===== config.mk =====
export PLATFORM = sky130hd
export DESIGN_NAME = loop_ctrl
export DESIGN_NICKNAME = d
export VERILOG_FILES = /design/src/rtl/loop_ctrl.sv
export SDC_FILE = /design/constraint.sdc
export NUM_CORES = 1
export LEC_CHECK = 0
export ABC_AREA = 1
export ABC_CLOCK_PERIOD_IN_PS = 6800
export CAP_MARGIN = 20
export CORE_MARGIN = 2
export CORE_UTILIZATION = 48
export CTS_BUF_LIST = sky130_fd_sc_hd__clkbuf_4
export DETAILED_ROUTE_END_ITERATION = 16
export PLACE_DENSITY = 0.78
export SLEW_MARGIN = 20
export SYNTH_ARGS = -nofsm -noshare
export SYNTH_HDL_FRONTEND = slang
export SYNTH_SLANG_ARGS = --single-unit

===== constraint.sdc =====
create_clock -name clk -period 6.8 [get_ports clk]
set_input_delay 1.02 -clock clk [delete_from_list [all_inputs] [get_ports clk]]
set_output_delay 1.02 -clock clk [all_outputs]
set_load 0.02 [all_outputs]

===== src/rtl/loop_ctrl.sv =====
// Loop-bracket controller: resolves '[' / ']' PC redirection with a return-address
// stack and squashes instructions while skipping forward over a zero-cell loop.
module loop_ctrl #(
    parameter int PW    = 8,
    parameter int DEPTH = 16,
    parameter int NW    = 8
) (
    input  logic                       clk,
    input  logic                       reset,
    input  logic                       instr_valid,
    input  logic                       is_open,
    input  logic                       is_close,
    input  logic                       cell_zero,
    input  logic [PW-1:0]              pc,
    output logic                       pc_load,
    output logic [PW-1:0]              pc_target,
    output logic                       bubble,
    output logic                       skipping,
    output logic [$clog2(DEPTH):0]     depth,
    output logic                       err,
    output logic [1:0]                 err_code,
    output logic [1:0]                 dbg_state,
    output logic [NW-1:0]              dbg_nest
);
    localparam int AW = $clog2(DEPTH);
    localparam int DW = AW + 1;

    localparam logic [1:0] ST_RUN  = 2'd0;
    localparam logic [1:0] ST_SKIP = 2'd1;
    localparam logic [1:0] ST_ERR  = 2'd2;

    localparam logic [1:0] CODE_OVF = 2'b01;
    localparam logic [1:0] CODE_UNF = 2'b10;
    localparam logic [1:0] CODE_DEC = 2'b11;

    logic [1:0]    state, state_n;
    logic [NW-1:0] nest, nest_n;
    logic [DW-1:0] sp, sp_n;
    logic [1:0]    code, code_n;
    logic          push;
    logic [PW-1:0] stack [DEPTH];
    logic [AW-1:0] top_idx;

    // sp counts entries; the low bits wrap so a full stack still indexes its top.
    assign top_idx   = sp[AW-1:0] - AW'(1);
    assign pc_target = (sp != '0) ? stack[top_idx] : '0;

    always_comb begin
        state_n = state;
        nest_n  = nest;
        sp_n    = sp;
        code_n  = code;
        push    = 1'b0;
        pc_load = 1'b0;
        bubble  = (state != ST_RUN);
        case (state)
            ST_RUN: begin
                if (instr_valid) begin
                    if (is_open && is_close) begin
                        state_n = ST_ERR;
                        code_n  = CODE_DEC;
                    end else if (is_close) begin
                        if (sp == '0) begin
                            state_n = ST_ERR;
                            code_n  = CODE_UNF;
                        end else if (cell_zero) begin
                            sp_n = sp - DW'(1);
                        end else begin
                            pc_load = 1'b1;
                        end
                    end else if (is_open) begin
                        if (cell_zero) begin
                            nest_n  = NW'(1);
                            state_n = ST_SKIP;
                        end else if (sp == DW'(DEPTH)) begin
                            state_n = ST_ERR;
                            code_n  = CODE_OVF;
                        end else begin
                            push = 1'b1;
                            sp_n = sp + DW'(1);
                        end
                    end
                end
            end
            ST_SKIP: begin
                // Bracket matching only; cell value and stack are irrelevant here.
                if (instr_valid) begin
                    if (is_open && is_close) begin
                        state_n = ST_ERR;
                        code_n  = CODE_DEC;
                    end else if (is_open) begin
                        if (&nest) begin
                            state_n = ST_ERR;
                            code_n  = CODE_OVF;
                        end else begin
                            nest_n = nest + NW'(1);
                        end
                    end else if (is_close) begin
                        nest_n = nest - NW'(1);
                        if (nest == NW'(1)) state_n = ST_RUN;
                    end
                end
            end
            ST_ERR: begin
            end
            default: begin
                state_n = ST_ERR;
                code_n  = CODE_DEC;
            end
        endcase
    end

    always_ff @(posedge clk or negedge reset) begin
        if (!reset) begin
            state <= ST_RUN;
            nest  <= '0;
            sp    <= '0;
            code  <= 2'b00;
        end else begin
            state <= state_n;
            nest  <= nest_n;
            sp    <= sp_n;
            code  <= code_n;
        end
    end

    always_ff @(posedge clk) begin
        if (push) stack[sp[AW-1:0]] <= pc + PW'(1);
    end

    assign skipping  = (state == ST_SKIP);
    assign err       = (state == ST_ERR);
    assign err_code  = code;
    assign depth     = sp;
    assign dbg_state = state;
    assign dbg_nest  = nest;
endmodule


# Word-level counts from Yosys, hierarchy flattened
# Memory sizes are Yosys's and may differ from the RTL's.
# Index checks and enable logic that the tools add are counted.
# classes
add_sub_neg	6
n_eq_ne	27
n_mux	58
bitwise_logic	2
reduce_logical	12
# op_table
operator	count
$mux 8	11
$mux 2	23
$mux 5	6
$ne 2x2->1 const B	10
$reduce_and 9->1	2
$add 8x1->8 const B	2
$ne 4x4->1 const B	4
$pmux 8 s2	1
$reduce_and 8->1	2
$mux 1	15
$pmux 2 s3	2
$reduce_and 10->1	1
$eq 8x1->1 const B	1
$ne 4x2->1 const B	2
$sub 8x1->8 const B	1
$ne 3x3->1 const B	2
$reduce_bool 2->1	3
$add 5x1->5 const B	1
$eq 5x5->1 const B	1
$logic_not 5->1	1
$ne 5x5->1 const B	1
$reduce_bool 5->1	1
$sub 5x1->5 const B	1
$ne 4x3->1 const B	1
other kinds (9)	10
# word_totals
register_bits	17
ramBits	128
in_bits	14
output_inout_bits	29
word_cells	110
n_memories	1
# mem_list
memory	depth	word_bits	rd	rd_ports_with_merged_regs	write_ports	line	rtl
stack	16	8	1	0	1	41	logic [PW-1:0] stack [DEPTH];

# Longest topological paths before layout
# Gate-level depths: netlist (run 1).
# depth
ltp_word	10
mapped_depth	12
mapped_depth_nobuf	10

# Worst setup path after synthesis (run 1)
# OpenSTA, ideal clock, no wires.
# synth_path
path_type	register -> output
from	register sp[0], in the netlist depth[0]
to	output port pc_target[6]
arrival_ps	2402
required_ps	5780
slack_ps	3378
path_stages_with_launch	11
path_buffers	4
cell_sequence	dfrtp_1 -> inv_1 -> buf_2 -> buf_2 -> ha_1 -> buf_2 -> buf_1 -> nand3_1 -> nand3_2 -> nand3_1 -> a21oi_1
# synth_via
elab_chain_len	3
elab_cells_between_ends	4
classes_between	1 x add/sub; 1 x mux; 1 x reduce/logical; 1 x memory
# synth_rtl
element	line	rtl
from (decl)	38	logic [DW-1:0] sp, sp_n;
from (signal assigned)	122	sp <= sp_n;
$sub 4x1->4	45	assign top_idx = sp[AW-1:0] - AW'(1);
net top_idx[0]	42	logic [AW-1:0] top_idx;
$mem_v2 16x8	n/a	
$mux 8	46	assign pc_target = (sp != '0) ? stack[top_idx] : '0;
to (decl)	16	output logic [PW-1:0] pc_target,
# The timed path passes the listed nets, and every way through them passes these cells.

# Worst setup path in the final report (run 1)
# layout_path
from	register sp[1], in the netlist depth[1]
to	output port pc_target[6]
# layout_via
elab_chain_len	3
elab_cells_between_ends	4
classes_between	1 x add/sub; 1 x mux; 1 x reduce/logical; 1 x memory
# layout_rtl
element	line
$sub 4x1->4	45
$mem_v2 16x8	n/a
$mux 8 (*)	46
# Mark *: on every way between the ends. The rest lies on a longest branch, timed or not.

==> metrics.md, run 1 <==
| Metric | Value |
|---|---|
| Status | completed |
| Global placer's final weighted congestion | 0.9308 |
| Clock Power Share | 31.4% |
| Pre-Repair DR Iteration Count | 7 |
| Post-DRT Antenna Nets | 0 |
| End of the worst hold path | err_code[0]$_DFFE_PN0P_ |
| Layout Skew | roughly 0.023 ns |
| Post-Syn Area | 0.006800 mm2 |
| Yosys warning count | 0 |
| CP Max Fanout | 37 |
| Num ports | between 40 and 50 |
| Synthesized area per cell | 10.13 um2 |
| Hold WC Path Type | flip-flop to flip-flop |
| Die X | ~120 um |
| Internal | around 1.1 mW |
| Post-route minimum period | ~4.5 ns |
| Clk buf depth | 2 |
| Max Freq | about 0.22 GHz |
| Max-slew violation count | 0 |
| Setup TNS after final layout | 0 ns |
| Share of cells above drive strength 1 | 9.341% |
| Final Cell Area | ~0.0076 mm2 |
| Endpoints failing hold | 0 |
| Area Growth Syn to Fin | 12.11% |
| Slew @ Worst Pin | about 0.85 ns |
| Final period util | about two thirds |
| Total power divided by cell area | 195.6 mW/mm2 |
| PortBufs | 42 |
| Worst-Skew Late Latency | approximately 0.53 ns |
| Seq/Total Area, Yosys | between 60 and 70% |
| Die ar. | roughly 0.015 mm2 |
| Overflow after GRT | 0 |
| Critical path class | flip-flop to output pin |
| All-Layer GR Usage | between 20% and 30% |
| HPWL after DPL | ~9900 um |
| DR iter-0 viols | roughly 730 |
| N_diodes | 0 |
| Vias per inst | between 5 and 6 |
| Startpoint Class | flip-flop |
| Core ar. | about 0.014 mm2 |
| Drc violations | 0 |
| Worst-path clk slew | ~0.12 ns |
| Initial core utilization | between 40 and 50% |
| Initial antenna violation count | 0 |
| Final setup violation count | 0 |
| CTS tree | yes |
| Largest net degree at the start of global routing | 70 |
| Vias | around 5000 |
| Synthesized Nets | 697 |
| # rows | between 40 and 50 |
| Worst reg2reg setup slack | just over 4 ns |
| Combinational cell fraction of total power | 3.3% |
| # fillers | about 1200 |
| Worst vdd rail ir drop | around 0.11 mV |
| Critical Path Sink Type | output pin |
| Crit path DAT | between 3 and 4 ns |
| CTS root buffer | clkbuf_4 |
| Placed cell area | roughly 0.0074 mm2 |
| Post-cts resize count | 0 |
| Hold Crit Depth | 2 |
| Worst hold slack | around 0.5 ns |
| Unrepaired setup endpoints after global routing | no |
| Slew headroom | 43.33% |
| Reg2reg start | depth[1]$_DFFE_PN0P_ |
| Post-CTS Setup Inserts | 0 |
| Synth Instances | approximately 670 |
| Register bit total from synthesis | about 150 |
| First-pass GRT wire length | around 24000 um |
| Worst Setup SP | depth[1]$_DFFE_PN0P_ |
| Worst slack, placed | around 2.6 ns |
| Switching power share of the total | 23.80% |
| Hold-fix buffers, CTS | 0 |
| Max_cap viols | 0 |
| WL/cell | 16.78 um |
| Critical R2R Capture | stack[4][0]$_DFFE_PP_ |
| Reg2Reg Depth | 7 |
| CTS Sinks | about 150 |
| Unique masters post-synth | 35 |
| Leakage power | around 3.0 nW |
| CTS H-tree lvls | 4 |
| Routed wire length | ~15000 um |
| TritonCTS buffer count | 17 |
| Worst EP required | 5.78 ns |
| Power Total | 1.491 mW |
| Final WS setup | between 2 and 2.5 ns |
| Die H | around 120 um |
| HP Start | err_code[0]$_DFFE_PN0P_ |
| Vias in the first global route | roughly 4700 |
| Final layout net count | 741 |
| P_sw | between 0.3 and 0.4 mW |
| Sequential Power Share | between 60% and 70% |
## synthesized netlist by cell type
cell	count	area [um2]
nor4_1	1	6.260
o21ai_0	11	55.05
xnor2_2	1	16.27
buf_4	3	22.52
xnor2_1	5	43.79
nor2_4	1	11.26
o22ai_1	1	6.260
ha_1	11	137.6
nor2_2	4	25.02
edfxtp_1	128	3844
buf_2	14	70.07
nand4_1	3	18.77
fa_1	1	20.02
o21ai_1	2	10.01
buf_6	2	22.52
nor4_4	1	21.27
dfrtp_1	17	425.4
nand3b_2	1	11.26
xor2_2	2	32.53
nor3_1	1	5.000
nand3_1	102	510.5
nand3_2	3	30.03
nand2_1	210	788.3
xor2_1	12	105.1
a211oi_1	1	7.510
nand3b_1	2	15.01
nor2_1	61	229.0
buf_1	1	3.750
or2_2	1	6.260
inv_1	26	97.59
nand2_2	3	18.77
a21oi_1	24	120.1
nand2_4	1	11.26
inv_2	9	33.78
clkbuf_1	5	18.77
## state kept, by name, summed over array words and instances, names as in the netlist
register / cells
err_code: 2
dbg_state: 2
depth: 5
dbg_nest: 8
stack: 128
## worst max path at each step
stage                               to  slack, ns  cells after the start
after floorplan           pc_target[6]       3.38                     10
after global routing      pc_target[6]       2.03                     10
after global placement         pc_load       2.65                      5
final                     pc_target[6]       2.26                     10
after detailed placement       pc_load       2.60                      5
after CTS                 pc_target[6]       2.25                     10
## power by group through the flow
| stage | Sequential [mW] | Clock, mW | Combinational (mW) |
|---|---|---|---|
| 2_1_floorplan | 0.994 | 0 | 0.0215 |
| 3_3_place_gp | 0.994 | 0 | 0.0458 |
| 3_5_place_dp | 0.994 | 0 | 0.0492 |
| 4_1_cts | 0.974 | 0.482 | 0.0493 |
| 5_1_grt | 0.974 | 0.518 | 0.0541 |
| 6_report | 0.974 | 0.468 | 0.0497 |
## layout by cell type (no fill, tap or decap), types with 2 or more instances in the layout
cell	count
nor2_2	4
ha_1	11
nand4_1	3
nand3_1	102
inv_1	25
clkinv_4	4
o21ai_0	11
buf_4	8
clkinvlp_4	3
nand2_1	210
nor2_1	61
clkinv_1	3
xor2_1	10
a21oi_1	24
edfxtp_1	128
clkdlybuf4s50_1	42
dfrtp_1	16
nand2_2	3
xor2_2	4
nand3b_1	2
inv_2	10
clkbuf_4	17
o21ai_1	2
xnor2_1	5
inv_6	3
nand3_2	3
## kinds of logic (layout without fill, tap and decap cells)
| logic type | after synthesis | in the layout | synth area share, % |
|---|---|---|---|
| simple gates | 395 | 395 | 25.12 |
| fa+ha+maj | 12 | 12 | 2.318 |
| buf+inv | 60 | 117 | 3.956 |
| compound gates | 39 | 39 | 2.926 |
| xor+xnor | 20 | 20 | 2.907 |
| flops | 145 | 145 | 62.78 |
## metrics by stage
stage	util, %	cells
floorplan	-	671
finish	54.92	908
global placement	53.09	876
CTS	54.81	908
global route	54.92	908
detailed placement	53.09	876
## critical path, stage by stage, from the launching register on
cell and delay [ns]:
dfrtp_1 0.46, inv_1 0.14, ha_1 0.30, buf_4 0.31, inv_2 0.36, nor2_1 0.18
o21ai_0 0.12, nand3_1 0.13, nand3_1 0.07, a21oi_1 0.26, clkdlybuf4s50_1 0.66
## layer usage
metal  global-route usage, %  share of wire [%]  vias up
met5                       0                  0        -
met4                   5.895                1.5        0
met3                   4.428                6.6       27
met2                   34.05                 49      191
met1                   30.14                 42     2345
li1                        -                  -     2372
## layout make-up
cell class | count | area, um2 | area share, %
inverter | 35 | 131.4 | 1.723
multi-input combinational | 466 | 2277 | 29.87
sequential | 145 | 4270 | 56.02
tap | 180 | 225.2 | 2.954
clock inverter | 15 | 111.4 | 1.461
clock buffer | 17 | 127.6 | 1.674
timing repair buffer | 50 | 480.5 | 6.302
(Power assumes the default switching activity.)
==> inputs of run 2 (changes only) <==
--- a/config.mk
+++ b/config.mk
@@ -6,7 +6,7 @@
 export NUM_CORES = 1
 export LEC_CHECK = 0
 export ABC_AREA = 1
-export ABC_CLOCK_PERIOD_IN_PS = 6800
+export ABC_CLOCK_PERIOD_IN_PS = 4600
 export CAP_MARGIN = 20
 export CORE_MARGIN = 2
 export CORE_UTILIZATION = 48
==> constraint.sdc (replaced) <==
create_clock -name clk -period 4.6 [get_ports clk]
set_input_delay 0.69 -clock clk [delete_from_list [all_inputs] [get_ports clk]]
set_output_delay 0.69 -clock clk [all_outputs]
set_load 0.02 [all_outputs]
==> run 2 against run 1 <==
Net effect: cell count grew 0.22%; routed wire length fell by 0.11%; power grew 54%; sequential cell count unchanged; via count increased by 0.57%; critical path type unchanged.
==> metrics.md, run 2 (synthesized netlist as in run 1, its figures left out) <==
| Metric | Value |
|---|---|
| Status | completed |
| Final layout net count | approximately 740 |
| Endpoints failing hold | 0 |
| Share of cells above drive strength 1 | around a tenth |
| TritonCTS buffer count | 17 |
| Vias | about 5000 |
| Most common cell after layout, fill and taps aside | nand2_1 |
| Slew @ Worst Pin | around 0.88 ns |
| Layout Skew | around 0.024 ns |
| Critical Path Sink Type | output pin |
| CTS root buffer | clkbuf_4 |
| Die H | roughly 120 um |
| Worst EP required | 3.91 ns |
| Crit path DAT | approximately 3.5 ns |
| Max-slew violation count | 0 |
| Hold WC Path Type | flip-flop to flip-flop |
| Final Util | a little under three fifths |
| # rows | 43 |
| Largest net degree at the start of global routing | 70 |
| Initial core utilization | 48.99% |
| Most frequent cells in the layout | nand2_1, edfxtp_1, nand3_1, nor2_1, clkdlybuf4s50_1 |
| Leakage power | about 3 nW |
| # fillers | 1121 |
| Max_cap viols | 0 |
| Post-DRT Antenna Nets | 0 |
| Max Freq | between 0.2 and 0.25 GHz |
| Global placer's final weighted congestion | between 0.8 and 0.9 |
| Post-CTS Setup Inserts | 0 |
| Hold-fix buffers, CTS | 0 |
| Total power divided by cell area | around 300 mW/mm2 |
| PortBufs | 42 |
| DR iter-0 viols | approximately 760 |
| Pre-Repair DR Iteration Count | 7 |
| Startpoint Class | flip-flop |
| Clk buf depth | 2 |
| Worst-path clk slew | ~0.12 ns |
| CTS Sinks | ~150 |
| Final WS setup | approximately 0.45 ns |
| Register Area | about 0.0043 mm2 |
| First-pass GRT wire length | around 24000 um |
| Largest register FFs | about 130 |
| CTS tree | yes |
| CP Max Fanout | 37 |
| Worst vdd rail ir drop | roughly 0.13 mV |
| Die ar. | around 0.015 mm2 |
| WL/cell | between 15 and 20 um |
| Final setup violation count | 0 |
| Setup TNS after final layout | 0 ns |
| Vias in the first global route | between 4000 and 5000 |
| Area of the multi-input gates | approximately 0.0023 mm2 |
| Critical path class | flip-flop to output pin |
| HPWL after DPL | just under 10000 um |
| CTS H-tree lvls | 4 |
| Core ar. | between 0.01 and 0.015 mm2 |
| Final period util | between 90% and 100% |
| Slew headroom | around two fifths |
| Post-route minimum period | between 4 and 5 ns |
| Drc violations | 0 |
| Die X | about 120 um |
| Worst-Skew Late Latency | 0.54 ns |
| Unrepaired setup endpoints after global routing | no |
| All-Layer GR Usage | approximately a fifth |
| Post-cts resize count | 0 |
| Power Total | 2.303 mW |
| Num ports | 43 |
| Routed wire length | between 15000 and 20000 um |
| Worst slack, placed | 1.043 ns |
| Vias per inst | ~5.5 |
| Initial antenna violation count | 1 |
| Overflow after GRT | 0 |
| Area Growth Syn to Fin | 12.73% |
run 2: per-stage QoR:
step           hold WS, ns  area [um2]  instances
2_1_floorplan       0.3944        6800        671
3_3_place_gp        0.4580        7385        877
3_5_place_dp        0.4614        7385        877
4_1_cts             0.4900        7664        909
5_1_grt             0.5355        7666        910
6_report            0.4906        7666        910
run 2: layer usage:
layer	GRT usage [%]	wire, um
met1	27.86	6188
met2	33.94	7521
met3	4.659	1192
met4	8.452	320
met5	0	0
run 2: power by group:
part | total (mW) | internal (mW) | switching (mW)
Sequential | 1.44 | 1.44 | 0
Clock | 0.789 | 0.334 | 0.455
Combinational | 0.0749 | 0.0231 | 0.0518
run 2: final cells by class:
| cell class | count | share of cell area [%] |
|---|---|---|
| timing repair buffer | 51 | 6.365 |
| clock inverter | 13 | 1.779 |
| tap | 180 | 2.938 |
| inverter | 35 | 1.714 |
| antenna | 1 | 0.03264 |
| multi-input combinational | 466 | 29.61 |
| clock buffer | 19 | 1.861 |
| sequential | 145 | 55.70 |
run 2: worst paths after layout:
kind,cells past startpoint,to,slack (ns),from
max,9,pc_target[6],0.45,depth[0]$_DFFE_PN0P_
min,2,err_code[1]$_DFFE_PN0P_,0.49,err_code[1]$_DFFE_PN0P_
max reg2reg,7,stack[7][0]$_DFFE_PP_,1.97,depth[1]$_DFFE_PN0P_
min reg2reg,2,err_code[1]$_DFFE_PN0P_,0.49,err_code[1]$_DFFE_PN0P_
max in group asynchronous,1,depth[0]$_DFFE_PN0P_,3.38,reset
min in group asynchronous,1,dbg_nest[6]$_DFFE_PN0P_,0.62,reset
run 2: critical path, stage by stage, from the launching register on:
cell and delay, ns:
dfrtp_2 0.42, inv_2 0.24, ha_1 0.29, buf_4 0.24
inv_2 0.53, nand2_1 0.15, nand3_2 0.08, nand3_1 0.08
a21oi_1 0.25, clkdlybuf4s50_1 0.65
